### src/rtl/dco_config_sync_ctrl.sv
// DCO-domain receiver for config words sent with a toggle req/ack handshake.
// Synchronizes the request, updates the DCO code, waits out settling, then acks.
module dco_config_sync_ctrl #(
   parameter int                   SyncDepth    = 2,
   parameter int                   DataWidth    = 8,
   parameter int                   SettleCycles = 4,
   parameter logic [DataWidth-1:0] ResetCode    = '0
) (
   input  logic                 clock,
   input  logic                 reset_n,
   input  logic                 req_toggle,
   input  logic [DataWidth-1:0] req_data,
   input  logic                 clear_overrun,
   output logic [DataWidth-1:0] dco_code,
   output logic                 update_strobe,
   output logic                 ack_toggle,
   output logic                 busy,
   output logic                 overrun
);

   localparam int CW = (SettleCycles > 0) ? $clog2(SettleCycles + 1) : 1;
   localparam logic [CW-1:0] CntLoad = CW'((SettleCycles > 0) ? SettleCycles - 1 : 0);

   typedef enum logic [1:0] {IDLE, CAPTURE, SETTLE, ACK} state_t;

   state_t                 state_q;
   logic [SyncDepth-1:0]   sync_q;
   logic                   req_seen_q;
   logic [DataWidth-1:0]   dco_q;
   logic                   strobe_q;
   logic                   ack_q;
   logic                   busy_q;
   logic                   ovr_q;
   logic [CW-1:0]          cnt_q;
   logic                   sync_req;
   logic                   pending;

   assign sync_req = sync_q[SyncDepth-1];
   assign pending  = (sync_req != req_seen_q);

   always_ff @(posedge clock or negedge reset_n) begin
      if (!reset_n) begin
         state_q    <= IDLE;
         sync_q     <= '0;
         req_seen_q <= 1'b0;
         dco_q      <= ResetCode;
         strobe_q   <= 1'b0;
         ack_q      <= 1'b0;
         busy_q     <= 1'b0;
         ovr_q      <= 1'b0;
         cnt_q      <= '0;
      end else begin
         sync_q   <= {sync_q[SyncDepth-2:0], req_toggle};
         strobe_q <= 1'b0;
         // A new toggle while busy is a protocol violation; setting wins over clearing.
         if (state_q != IDLE && pending)
            ovr_q <= 1'b1;
         else if (clear_overrun)
            ovr_q <= 1'b0;
         case (state_q)
            IDLE: begin
               if (pending) begin
                  req_seen_q <= sync_req;
                  state_q    <= CAPTURE;
                  busy_q     <= 1'b1;
               end
            end
            CAPTURE: begin
               dco_q    <= req_data;
               strobe_q <= 1'b1;
               cnt_q    <= CntLoad;
               state_q  <= (SettleCycles == 0) ? ACK : SETTLE;
            end
            SETTLE: begin
               if (cnt_q == '0)
                  state_q <= ACK;
               else
                  cnt_q <= cnt_q - CW'(1);
            end
            ACK: begin
               ack_q   <= ~ack_q;
               state_q <= IDLE;
               busy_q  <= 1'b0;
            end
            default: state_q <= IDLE;
         endcase
      end
   end

   assign dco_code      = dco_q;
   assign update_strobe = strobe_q;
   assign ack_toggle    = ack_q;
   assign busy          = busy_q;
   assign overrun       = ovr_q;

endmodule

### config.mk
export PLATFORM = sky130hd
export DESIGN_NAME = dco_config_sync_ctrl
export DESIGN_NICKNAME = d
export VERILOG_FILES = /design/src/rtl/dco_config_sync_ctrl.sv
export SDC_FILE = /design/constraint.sdc
export NUM_CORES = 1
export LEC_CHECK = 0
export CAP_MARGIN = 15
export CORE_MARGIN = 8
export CORE_UTILIZATION = 45
export DETAILED_ROUTE_END_ITERATION = 10
export GPL_ROUTABILITY_DRIVEN = 0
export PLACE_DENSITY = 0.76
export SLEW_MARGIN = 0
export SYNTH_ARGS = -nofsm -noshare
export SYNTH_HDL_FRONTEND = slang
export SYNTH_SLANG_ARGS = --single-unit
### constraint.sdc
create_clock -name clock -period 1.7 [get_ports clock]
set_input_delay 0.51 -clock clock [delete_from_list [all_inputs] [get_ports clock]]
set_output_delay 0.51 -clock clock [all_outputs]
set_load 0.02 [all_outputs]
* After elaboration in Yosys (flattened, before gate mapping)
Cells that the tools add are included.
Word-level totals: output and inout port bits 12, logic and storage cells 39, register bits after elaboration 20
Operators by class: mux-type cells 10, equality and inequality tests 7, reduce and logical (&&, ||, !) cells 11, $add $sub $neg 1, bitwise gates (word level) 1
Operators with widths (count):
- one-hot mux 2 bit (4 select lines) | 1
- AND reduction 2 bit | 4
- nonzero test 2 bit | 4
- inequality test 2 bit, second input constant | 3
- one-hot mux 3 bit (2 select lines) | 1
- == test 2 bit, second input constant | 2
- 2-to-1 mux 1 bit | 4
- 2-to-1 mux 2 bit | 2
- logical NOT 3 bit | 1
- 2-to-1 mux 3 bit | 1
- subtractor 3 x 1 -> 3 bit, second input constant | 1
- == test 2 x 1 -> 1 bit, second input constant | 1
- logical NOT 2 bit | 1
- one-hot mux 1 bit (2 select lines) | 1
- logical AND 1 bit | 1
- inequality test 1 bit | 1
- NOT 1 bit | 1

* Logic depth before layout (Yosys ltp)
word-level depth 3, depth in mapped cells 6, mapped depth without buffers 6

* Worst setup path before layout
No wires, ideal clock.
path type flip-flop to flip-flop, start register cnt_q[0], end register state_q[1], required time 1.572 ns, path slack 0.203 ns, data arrival time 1.369 ns, library setup time 0.128 ns, cell stages (with the launch flop) 7, period minus slack after synthesis 1.497 ns, path through dfrtp_1 -> inv_1 -> ha_1 -> ha_1 -> and2b_1 -> a21oi_2 -> mux2_1
On the way: word-level cells in the longest chain between the ends 3
Ends and longest elaborated chain:
- start, declared | RTL line 34 | logic [CW-1:0] cnt_q;
- start signal, assigned | RTL line 71 | cnt_q <= CntLoad;
- start signal, assigned | RTL line 78 | cnt_q <= cnt_q - CW'(1);
- logical NOT 3 bit | RTL line 75 | if (cnt_q == '0)
- inequality test 2 bit (no source line)
- AND reduction 2 bit (no source line)
- end signal, assigned | RTL line 72 | state_q <= (SettleCycles == 0) ? ACK : SETTLE;
- end, declared | RTL line 26 | state_t state_q;
Every way passes these cells. A chain may end at the register's enable or synchronous reset.

* Final worst setup path
Same ends and word-level chain as after synthesis.

==> results.ini <==
[detailed_routing]
viasPerCell = 4.707
wirelength_um = 1557
antenna_left = 0
drt_pre_antenna_iters = 3
wl_per_cell_um = 12.66
drc = 0
drt_iter0_drc = 4
vias = 579

[synthesis]
synthArstFlopShare_pct = 100.0
synthesis.area_um2 = 859.6
yosys_warnings = 0
synth_edf_count = 0
synthesis.nets = 82
synth-main-ff-cell = dfrtp_1
ys_ff_latch = 20
ys_types = 18
avgSynthCellArea_um2 = 13.64
synthTopCellsByCount = dfrtp_1, mux2_1, ha_1, inv_1, a21oi_1
synth_area_leaders = dfrtp_1, mux2_1, ha_1
yosys.cell_count.top_type = dfrtp_1
seq_area_frac_synth_pct = 58.22
netlist_instances = 63
synth.top_cell.area_share_pct = 58.22
synth.largest_area_cell = dfrtp_1

[clocking]
clock_latency_ns = 0.30
cts_sinks = 20
root_buffer = clkbuf_4
cts.path.max_buffers = 2
clk_pin_slew_ns = 0.11
cts_hold_buf = 0
cts_tree = built
cts_buffers = 3
h-tree-depth = 1

[global_route]
busiest_layer = met2
grt_max_degree = 21
grt_pass1_vias = 597
grtUsageMet3_pct = 3.441
use_met2_pct = 14.92
antenna_found_initial = 0
grt.met1_usage_pct = 10.65
grt_util_all_layers_pct = 9.666
grt_pass1_wl_um = 2532
grt-ovfl-total = 0

[critical_path]
path_max_fanout = 4
worstSetupPathType = reg -> reg
crit_required_ns = 1.89
cp-start-kind = register
critPathCaptureType = register
r2r_setup_slack_ns = 0.05
worstPathArrival_ns = 1.84

[sta]
final_max_slew_viol_count = 0
max_freq_ghz = 0.6076
maxSlewHeadroom_pct = 69.24
fin_hold_ws_ns = 0.3671
finalSetupViolCount = 0
setup_ws_ns = 0.05418
worstMarginPinSlew_ns = 0.4614
period_share_pct = 96.81
final.min_clock_period_ns = 1.646
hold_viol = 0
fin_skew_ns = 0.003223

[finish]
final_net_count = 116
layout-drive-gt1-share_pct = 15.63
n_antenna_cell = 0
syn_to_final_growth_pct = 39.16
design_area_um2 = 1196

[power_and_ir_drop]
power_leakage_nw = 0.5737
irDropWorstVdd_uv = 1051
power.density_nw_per_um2 = 1855
p_total_w = 0.002219

[floorplan]
rows = 16
die_h_um = 59.71
io_pins = 24
core_area_um2 = 1882
die-area_um2 = 3565
initial_core_util_pct = 45.68
chipWidth_um = 59.71

[place]
io_buffers = 23
post-place-ws_ns = 0.08621
dp_hpwl_um = 1143
place_area_um2 = 1141

[hold_path]
hp-class = reg -> reg

[run]
drv_cap = 0

[run_status]
status = completed

[metal layers]
metal / share of wire, % / routed length, µm
met4: 2.7 / 42
met3: 4.0 / 63
met5: 0 / 0
met1: 41 / 643
met2: 52 / 807
[final timing paths]
check                          start     endpoint  cells past startpoint
min reg2reg                sync_q[0]    sync_q[1]                      0
max reg2reg                 cnt_q[0]   state_q[1]                      6
max in group asynchronous    reset_n  dco_code[0]                      2
min in group asynchronous    reset_n  dco_code[6]                      2
max                         cnt_q[0]   state_q[1]                      6
min                        sync_q[0]    sync_q[1]                      0
[logic make-up (layout without fill, tap and decap cells)]
group,count (synthesis),count (layout),share of synthesized area (%)
AO/OA/AOI/OAI,8,8,5.968
flip-flops,20,20,58.22
AND/OR/NAND/NOR,8,8,5.386
adder cells (fa/ha/maj),7,7,10.19
buffers and inverters,7,40,3.202
XOR/XNOR,3,3,3.931
multiplexers,10,10,13.10
[area by class of cell]
cell class | instances | area, µm²
repair buffers | 30 | 267.8
flip-flops and latches | 20 | 500.5
inverters | 6 | 22.52
multi-input cells | 36 | 335.3
fillers | 162 | 685.7
well taps | 27 | 33.78
clock buffers | 4 | 36.28
[cells in the final DEF, fill, tap and decap left out]
cell,n
xnor2_2,1
a21oi_2,1
a21oi_1,3
inv_1,6
dlygate4sd2_1,12
o22a_1,1
ha_1,6
clkbuf_4,3
and2b_2,1
nor2b_1,1
xor2_1,2
o31ai_1,1
clkbuf_8,1
dfrtp_1,20
mux2_1,10
clkdlybuf4s50_1,11
o22ai_1,1
ha_2,1
buf_4,7
nand3_1,2
nor3_1,2
o21ai_1,1
nand2b_1,2
[report_power, final]
part / total (W) / leakage [nW] / internal (W) / switching, W
Sequential: 0.000817 / 0.235 / 0.000696 / 0.000120
Clock: 0.000271 / 0.0210 / 0.000131 / 0.000140
Combinational: 0.00113 / 0.317 / 0.000554 / 0.000578
[state kept, by name, summed over array words and instances (netlist names)]
signal / flops
req_seen_q: 1
sync_q: 2
overrun: 1
update_strobe: 1
ack_toggle: 1
busy: 1
state_q: 2
dco_code: 8
cnt_q: 3
[critical path: stages (launching register included)]
cell	delay (ns)
dfrtp_1	0.40
inv_1	0.06
ha_1	0.15
ha_2	0.19
and2b_2	0.25
a21oi_2	0.14
mux2_1	0.34
[stage by stage]
stage	instances	setup TNS, ns	util [%]
after CTS	119	0	61.77
after detailed placement	115	0	60.64
after floorplan	63	0	-
after global routing	123	-0.03044	63.56
after global placement	115	0	60.64
final	123	0	63.56
[timing repair]
| item | 4_1_cts | 5_1_grt |
|---|---|---|
| setup buffers | 0 | 4 |
| resized for setup | 12 | 2 |
| cloned | 0 | 0 |
| endpoints found under the setup margin | 12 | 1 |
No activity file was read; power rests on OpenSTA's default activity.
